==> src/rtl/decrypt_function_1.sv <==
// Decrypt stage: rebuilds the 60-bit key from rand_11, recovers data = x - key,
// flags width violations, and counts erroneous words in a saturating counter.
module decrypt_function_1 #(
  parameter int ERR_CNT_W = 8
) (
  input  logic                 Clk,
  input  logic                 Reset,
  input  logic [77:0]          inEnc,
  input  logic                 in_valid,
  output logic                 in_ready,
  output logic [59:0]          data_out,
  output logic [5:0]           rand_6_out,
  output logic                 out_valid,
  input  logic                 out_ready,
  output logic                 err,
  output logic [ERR_CNT_W-1:0] err_count
);

  function automatic logic [59:0] rebuild_key(input logic [10:0] r);
    return {r[4:0], ~r, r, ~r, ~r, r};
  endfunction

  logic                 adv_s;
  logic [61:0]          diff_s;
  logic                 err_s;

  logic                 s1_valid_q, s1_valid_d;
  logic [60:0]          x_q, x_d;
  logic [5:0]           r6_q, r6_d;
  logic [59:0]          key_q, key_d;
  logic                 out_valid_q, out_valid_d;
  logic [59:0]          data_q, data_d;
  logic [5:0]           r6o_q, r6o_d;
  logic                 err_q, err_d;
  logic [ERR_CNT_W-1:0] err_cnt_q, err_cnt_d;

  assign adv_s    = !out_valid_q || out_ready;
  assign in_ready = adv_s;

  // Borrow lands in bit 61, an over-wide result in bit 60.
  assign diff_s = {1'b0, x_q} - {2'b00, key_q};
  assign err_s  = diff_s[61] | diff_s[60];

  // Stage 1 next state: capture packet fields and rebuilt key.
  always_comb begin
    s1_valid_d = s1_valid_q;
    x_d        = x_q;
    r6_d       = r6_q;
    key_d      = key_q;
    if (adv_s) begin
      s1_valid_d = in_valid;
      if (in_valid) begin
        x_d   = inEnc[77:17];
        r6_d  = inEnc[5:0];
        key_d = rebuild_key(inEnc[16:6]);
      end else begin
        x_d   = x_q;
      end
    end else begin
      s1_valid_d = s1_valid_q;
    end
  end

  // Stage 2 next state: subtract and load output register and error counter.
  always_comb begin
    out_valid_d = out_valid_q;
    data_d      = data_q;
    r6o_d       = r6o_q;
    err_d       = err_q;
    err_cnt_d   = err_cnt_q;
    if (adv_s) begin
      out_valid_d = s1_valid_q;
      if (s1_valid_q) begin
        data_d = diff_s[59:0];
        r6o_d  = r6_q;
        err_d  = err_s;
        if (err_s && (err_cnt_q != {ERR_CNT_W{1'b1}})) begin
          err_cnt_d = err_cnt_q + {{(ERR_CNT_W-1){1'b0}}, 1'b1};
        end else begin
          err_cnt_d = err_cnt_q;
        end
      end else begin
        data_d = data_q;
      end
    end else begin
      out_valid_d = out_valid_q;
    end
  end

  // Pipeline state registers.
  always_ff @(posedge Clk or posedge Reset) begin
    if (Reset) begin
      s1_valid_q  <= 1'b0;
      x_q         <= 61'd0;
      r6_q        <= 6'd0;
      key_q       <= 60'd0;
      out_valid_q <= 1'b0;
      data_q      <= 60'd0;
      r6o_q       <= 6'd0;
      err_q       <= 1'b0;
      err_cnt_q   <= {ERR_CNT_W{1'b0}};
    end else begin
      s1_valid_q  <= s1_valid_d;
      x_q         <= x_d;
      r6_q        <= r6_d;
      key_q       <= key_d;
      out_valid_q <= out_valid_d;
      data_q      <= data_d;
      r6o_q       <= r6o_d;
      err_q       <= err_d;
      err_cnt_q   <= err_cnt_d;
    end
  end

  assign out_valid  = out_valid_q;
  assign data_out   = data_q;
  assign rand_6_out = r6o_q;
  assign err        = err_q;
  assign err_count  = err_cnt_q;

endmodule

==> config.mk <==
export PLATFORM = sky130hd
export DESIGN_NAME = decrypt_function_1
export DESIGN_NICKNAME = d
export VERILOG_FILES = /design/src/rtl/decrypt_function_1.sv
export SDC_FILE = /design/constraint.sdc
export NUM_CORES = 1
export LEC_CHECK = 0
export BUFFER_PORTS_ARGS = -buffer_cell sky130_fd_sc_hd__buf_4
export CAP_MARGIN = 5
export CORE_UTILIZATION = 55
export CTS_CLUSTER_DIAMETER = 200
export DETAILED_ROUTE_END_ITERATION = 7
export GPL_ROUTABILITY_DRIVEN = 0
export PLACE_DENSITY_LB_ADDON = 0.25
export SYNTH_ARGS = -nofsm -noshare
export SYNTH_HDL_FRONTEND = slang
export SYNTH_SLANG_ARGS = --single-unit
==> constraint.sdc <==
create_clock -name Clk -period 9.4 [get_ports Clk]
set_clock_uncertainty 0.1 [all_clocks]
set_input_delay 2.82 -clock Clk [delete_from_list [all_inputs] [get_ports Clk]]
set_output_delay 2.82 -clock Clk [all_outputs]
set_load 0.02 [all_outputs]
# [Yosys cells after proc, flatten, opt, wreduce, memory -nomap -nowiden]
# Index checks and enable logic that the tools add are counted.
[op_classes] reduce_logical=6 bitwise=2 n_eq_ne=1 add_sub_neg=2
[ops] op="$sub A61 B60 Y62" count=1
[ops] op="$not A11 Y11" count=1
[ops] op="$add A8 B1 Y8 const B" count=1
[ops] op="$ne A8 B8 Y1 const B" count=1
[ops] op="$reduce_and A2 Y1" count=2
[ops] op="$reduce_and A3 Y1" count=1
[ops] op="$logic_and A1 B1 Y1" count=1
[ops] op="$logic_not A1 Y1" count=1
[ops] op="$logic_or A1 B1 Y1" count=1
[ops] op="$or A1 B1 Y1" count=1
[word_totals] out_inout_bits=77 in_bits=82 regBits=204

# [Longest topological paths before layout]
# Gate-level depths: netlist of run 1.
[depth] word_depth=4 depth_mapped=15 ltp_nobuf=15

# [Worst setup path before layout of run 1]
# OpenSTA, ideal clock, no wires.
[synth_path] kind="input port to output port" start="input out_ready" end="output in_ready" arrival_ns=3.100 path_stages=1 path_slack_ns=3.380 path_buffers=0 path_cell_list="nand2b_1"
[synth_between] elab_chain_cells=1
[synth_lines] item="from (decl)" line="14" rtl="input logic out_ready,"
[synth_lines] item="$logic_or A1 B1 Y1" line="37" rtl="assign adv_s = !out_valid_q || out_ready;"
[synth_lines] item="to (decl)" line="10" rtl="output logic in_ready,"
# No other way between the ends.

# [Final worst setup path of run 1]
# Ends and elaborated chain as after synthesis.

==> results_dict.tcl, run 1 <==
set metrics [dict create \
    fin_area_um2 11500 \
    syn_inst 1129 \
    syn_area_um2 9690 \
    rsz0062_at_grt "false" \
    fmax_mhz 158 \
    drtPass1Iterations 6 \
    ys_types 60 \
    cts_root_buffer "clkbuf_16" \
    synthArstFlopShare_pct 100 \
    port_buffers 158 \
    syn_avg_cell_area_um2 8.58 \
    worst_r2r_path_depth 13 \
    grt_overflow 0 \
    die_y_um 135 \
    tightest_slew_ps 1080 \
    ys_ff_latch 166 \
    hold_viol 0 \
    dpl_cell_area_um2 11000 \
    timing.max_cap.violations 0 \
    cp_max_fo 7 \
    grt_usage_pct 28.7 \
    die_area_um2 18100 \
    clock-sinks 166 \
    avgViaCountPerCell 5.67 \
    drt_iter0_markers 706 \
    setup_tns_ps 0 \
    io_pins 159 \
    grt_pass1_vias 7764 \
    cpPeakStageDelay_ps 250 \
    synth_enable_flop_cells 0 \
    cts_tree "yes" \
    num-fill-cells 1440 \
    critical_path_class "input port to output port" \
    core-area_um2 17200 \
    antenna_found_initial 0 \
    clk_latency_ps 440 \
    ys_seq_area_share_pct 42.9 \
    wl_per_cell_um 16.8 \
    outcome "complete, no violations" \
    p_leak_uw 0.00580 \
    vias 8451 \
    crit_top_cell "buf_4" \
    cts.clk_slew.worst_paths_ps 70 \
    cts_resized 0 \
    hold_class "flop to flop" \
    crit_chain "buf_4, nand2b_1, buf_4" \
    slew_viol_final 0 \
    critPathRequiredTime_ps 6480 \
    yosysWarnings 0 \
    insertedDiodeCount 0 \
    slew_headroom_pct 28.3 \
    dp_hpwl_um 18500 \
    critPathLaunchType "input port" \
    grt_max_degree 89 \
    grt_pass1_wl_um 40200 \
    ff_latch_area_um2 4150 \
    postRouteAntennaNets 0 \
    ir_drop_mv 0.150 \
    crit_path_end_kind "output port" \
    cts_buffers 17 \
    fin_crit_ps 6320 \
    finalCritPeriodShare_pct 67.2 \
    drc 0 \
    multi_input_area_um2 5180 \
    ys.flop_type "dfrtp_1" \
    h-tree-depth 4 \
    start_util_pct 56.2 \
    die_x_um 135 \
    setup_viol 0 \
    syn-num-nets 1273 \
    hold_path_depth 2 \
    nets 1396 \
    crit_arrival_ps 3400 \
    row_count 48 \
    drive_gt1_share_pct 17.5 \
    crit_slowest_cell "nand2b_1" \
    rrSetupSlack_ps 4990 \
    totalWireLength_um 25100 \
    cts_setup_buffers 0 \
    hold_ws_ps 377 \
    clk_path_buf_depth 2 \
    powerDensity_nw_per_um2 283 \
    area_growth_pct 19.0 \
    cts_hold_buf 0 \
]
==> report_power, final <==
part	switching (uW)	internal (uW)	leakage, uW
Clock	316	352	0.000267
Combinational	915	628	0.00350
Sequential	127	923	0.00204
==> metal layers <==
metal | global-route usage, % | part of all wire, % | vias to the layer above
met4 | 8.74 | 2.2 | 0
met2 | 44.6 | 45 | 328
met5 | 0 | 0 | -
met3 | 5.07 | 6.6 | 44
met1 | 40.9 | 46 | 3964
li1 | - | - | 4115
==> layout by cell type, fill, tap and decap left out, types with 10 or more instances in the layout <==
cell type  instances
xor2_1            26
nand3_1           18
nand4_1           15
buf_4            162
clkbuf_16         17
o21bai_1          12
a21o_1            41
dfrtp_1          166
o21a_1            10
ha_1              61
nand2b_1          10
a21oi_1           62
nor2_1            27
inv_1             34
o21ai_1           23
o21ai_0           93
xnor2_1           37
nand2_1          322
==> cells in the mapped netlist, drive strengths merged, types with 2 or more instances <==
cell     number  share of area (%)
mux2          9                1.0
a21oi        63                3.3
xor2         26                2.4
nand2b       10               0.65
nand3        18               0.93
nor4          2               0.13
o21a         10               0.77
xnor2        37                3.3
ha           61                7.9
and2          6               0.39
a21o         41                3.2
nor3          4               0.21
a21boi        5               0.39
a211o         2               0.18
a221oi        5               0.45
and4          4               0.41
a41oi         4               0.36
inv          36                1.4
or3           5               0.32
clkbuf       50                1.9
nand4        15               0.97
o21bai       12               0.93
a31oi        10               0.80
dfrtp       166                 43
o211ai        3               0.23
a2111oi       3               0.47
nand2       325                 13
o31ai         5               0.44
o21ba         2               0.21
and3          9               0.58
o31a          2               0.18
o21ai       116                6.0
o2111ai       2               0.18
or2           2               0.13
a211oi        6               0.52
nor2b         7               0.45
buf           8               0.48
nor2         27                1.0
==> worst paths after layout <==
path,start,to
max in group asynchronous,Reset,data_out[29]
min,r6_q[3],r6_q[3]
min in group asynchronous,Reset,rand_6_out[3]
min reg2reg,r6_q[3],r6_q[3]
max reg2reg,key_q[57],data_out[55]
max,out_ready,in_ready
==> state kept, by name, indices dropped and copies added, names as in the netlist <==
signal      cells
x_q            61
s1_valid_q      1
r6_q            6
data_out       60
rand_6_out      6
err_count       8
out_valid       1
err             1
key_q          22
==> final cells by class <==
type / count / share of cell area (%)
clock buffer: 18 / 3.81
tap: 225 / 2.44
multi-input combinational: 869 / 44.9
clock inverter: 14 / 1.02
inverter: 36 / 1.22
timing repair buffer: 162 / 10.6
sequential: 166 / 36.0
==> per-stage QoR <==
| stage | power [uW] | instances | util (%) | worst slack, ps |
|---|---|---|---|---|
| 5_1_grt | 3470 | 1490 | 66.9 | 3030 |
| 2_1_floorplan | 2080 | 1129 | - | 1990 |
| 4_1_cts | 3260 | 1490 | 66.9 | 3080 |
| 3_5_place_dp | 2580 | 1458 | 63.6 | 3080 |
| 3_3_place_gp | 2550 | 1458 | 63.6 | 3090 |
| 6_report | 3260 | 1490 | 66.9 | 3080 |
==> kinds of logic (layout without fill, tap and decap cells) <==
family | after synthesis | after routing | share of synthesized area [%]
flip-flops | 166 | 166 | 42.9
AO/OA/AOI/OAI | 298 | 298 | 19.3
AND/OR/NAND/NOR | 437 | 437 | 19.2
XOR/XNOR | 63 | 63 | 5.70
buffers and inverters | 94 | 230 | 3.81
multiplexers | 9 | 9 | 1.05
adder cells (fa/ha/maj) | 62 | 62 | 8.08
==> worst max-delay path: cells and delay by family <==
kind / cells / cell delay (ps)
simple gates: 1 / 250
buf+inv: 2 / 320
No activity file was read; power rests on OpenSTA's default activity.
==> run 2, diff against run 1 <==
--- a/config.mk
+++ b/config.mk
@@ -5,6 +5,7 @@
 export SDC_FILE = /design/constraint.sdc
 export NUM_CORES = 1
 export LEC_CHECK = 0
+export ABC_AREA = 1
 export BUFFER_PORTS_ARGS = -buffer_cell sky130_fd_sc_hd__buf_4
 export CAP_MARGIN = 5
 export CORE_UTILIZATION = 55
==> constraint.sdc (replaced) <==
create_clock -name Clk -period 6.2 [get_ports Clk]
set_clock_uncertainty 0.1 [all_clocks]
set_input_delay 1.86 -clock Clk [delete_from_list [all_inputs] [get_ports Clk]]
set_output_delay 1.86 -clock Clk [all_outputs]
set_load 0.02 [all_outputs]
==> results_dict.tcl, run 2 <==
set metrics [dict create \
    critPathLaunchType "input port" \
    row_count 51 \
    yosysWarnings 0 \
    postRouteAntennaNets 0 \
    dp_hpwl_um 25300 \
    grt_overflow 0 \
    ir_drop_mv 0.225 \
    yosysMostFrequentCell "nand2_1" \
    worst_r2r_path_depth 13 \
    outcome "finished, violations left" \
    critical_path_class "input port to output port" \
    nets 1868 \
    setup_viol 0 \
    h-tree-depth 4 \
    cts_resized 0 \
    syn_inst 1575 \
    cts_root_buffer "clkbuf_16" \
    slew_headroom_pct 40.0 \
    worstHoldStart "data_out[1]" \
    finalCritPeriodShare_pct 71.6 \
    setup_tns_ps 0 \
    min_to "data_out[1]" \
    grt_usage_pct 33.1 \
    powerDensity_nw_per_um2 406 \
    grt_max_degree 167 \
    start_util_pct 56.4 \
    drt_iter0_markers 1114 \
    io_pins 159 \
    syn_avg_cell_area_um2 7.00 \
    rrSetupSlack_ps 3360 \
    synth_common_cells "574 x nand2_1, 167 x inv_1, 166 x dfrtp_1" \
    cts_hold_buf 0 \
    clk_latency_ps 440 \
    multi_input_area_um2 6060 \
    synth_top_area_share_pct 37.7 \
    ys.flop_type "dfrtp_1" \
    r2r_start "key_q[37]" \
    ys_ff_latch 166 \
    yosysTopAreaCell "dfrtp_1" \
    die_y_um 144 \
    tightest_slew_ps 900 \
    slew_viol_final 0 \
    largest_register_ff_count 61 \
    layout_commonest_cell "nand2_1" \
    die_area_um2 20600 \
    hold_viol 0 \
    area_growth_pct 18.4 \
    wl_per_cell_um 16.5 \
    synthArstFlopShare_pct 100 \
    ff_latch_area_um2 4150 \
    crit_path_end_kind "output port" \
    violations "design-rule violations" \
    final_core_util_pct 66.8 \
    hold_path_depth 2 \
    port_buffers 158 \
    core-area_um2 19500 \
    cts_tree "yes" \
    ys_seq_area_share_pct 37.7 \
    totalWireLength_um 33000 \
    avgViaCountPerCell 5.53 \
    grt_pass1_wl_um 51500 \
    timing.max_cap.violations 0 \
    crit_arrival_ps 2480 \
    antenna_found_initial 0 \
    synth_enable_flop_cells 0 \
    cts_setup_buffers 0 \
    insertedDiodeCount 0 \
    regMostFlops "x_q" \
    die_x_um 144 \
    fin_crit_ps 4440 \
    synth_area_leaders "dfrtp_1 38%, nand2_1 20%, ha_1 6.9%, inv_1 5.7%, nor2_1 5.1%" \
    grt_pass1_vias 9972 \
    p_leak_uw 0.00682 \
    ys_types 44 \
    syn_area_um2 11000 \
    cts_buffers 17 \
    syn-num-nets 1719 \
    vias 11100 \
    clk_path_buf_depth 2 \
    drc 1 \
    cts.clk_slew.worst_paths_ps 60 \
    layout_common_cells "573 x nand2_1, 166 x dfrtp_1, 165 x inv_1" \
    fmax_mhz 225 \
    rsz0062_at_grt "false" \
    cp_max_fo 4 \
    critPathRequiredTime_ps 4240 \
    drtPass1Iterations 8 \
    num-fill-cells 1800 \
    hold_class "flop to flop" \
    r2r-end "data_out[59]" \
    clock-sinks 166 \
    drive_gt1_share_pct 14.7 \
]
## run 2: cell count changes in the layout (fill, tap and decap cells not counted), sizes merged, moves of 16 or more
cell,previous run,this run
a21o,41,5
inv,43,177
nand3,18,78
nor2,27,166
xor2,26,10
nand2,325,593
a21oi,63,85
o21ai,116,85
## run 2: how the worst max path moves through the flow
| stage | startpoint | to | slack, ps | cells past startpoint |
|---|---|---|---|---|
| after detailed placement | out_ready | in_ready | 1760 | 4 |
| after global placement | out_ready | in_ready | 1750 | 4 |
| after global routing | out_ready | in_ready | 1720 | 4 |
| after floorplan | out_ready | in_ready | 2090 | 2 |
| final | out_ready | in_ready | 1760 | 4 |
| after CTS | out_ready | in_ready | 1760 | 4 |
## run 2: cell type report
type                    instances  area share (%)
flip-flops and latches        166            31.8
repair buffers                163            9.47
inverters                     175            5.06
clock buffers                  20            3.50
multi-input cells            1201            46.5
clock inverters                12            1.10
well taps                     265            2.54
## run 2: power by group
group | total (uW) | switching, uW | internal (uW)
logic | 2610 | 1670 | 933
registers | 1600 | 204 | 1390
clock network | 1090 | 468 | 621
total | 5290 | 2350 | 2950
## run 2: cells by family (layout without fill, tap and decap cells)
logic type	after synthesis	in the layout	synth area share (%)
xor gates and xnor gates	37	37	2.94
AOI/OAI and AO/OA	214	214	10.9
DFF	166	166	37.7
buffers and inverters	208	370	7.36
adders and majority gates	62	62	7.11
and+or+nand+nor	888	888	34.0
## run 2: per-layer routing
| metal | wire (um) | part of all wire, % | track usage, % | vias up |
|---|---|---|---|---|
| met5 | 0 | 0 | 0 | - |
| met2 | 14100 | 43 | 50.3 | 578 |
| met4 | 1210 | 3.7 | 12.6 | 0 |
| met1 | 14300 | 43 | 47.1 | 5106 |
| met3 | 3320 | 10 | 5.33 | 89 |
| li1 | - | - | - | 5299 |
## run 2: critical path, cell delays in order
cell and delay [ps]:
buf_4 110, nor2_1 210, inv_1 130, buf_4 170
## run 2: through the flow
stage	worst slack [ps]	area (um2)	hold slack, ps	instances	power, uW
after floorplan	2090	11000	342	1575	3240
after global placement	1750	12400	360	1970	4080
after detailed placement	1760	12400	369	1970	4140
after CTS	1760	13000	384	2002	5240
after global routing	1720	13000	408	2002	5610
final	1760	13000	382	2002	5290
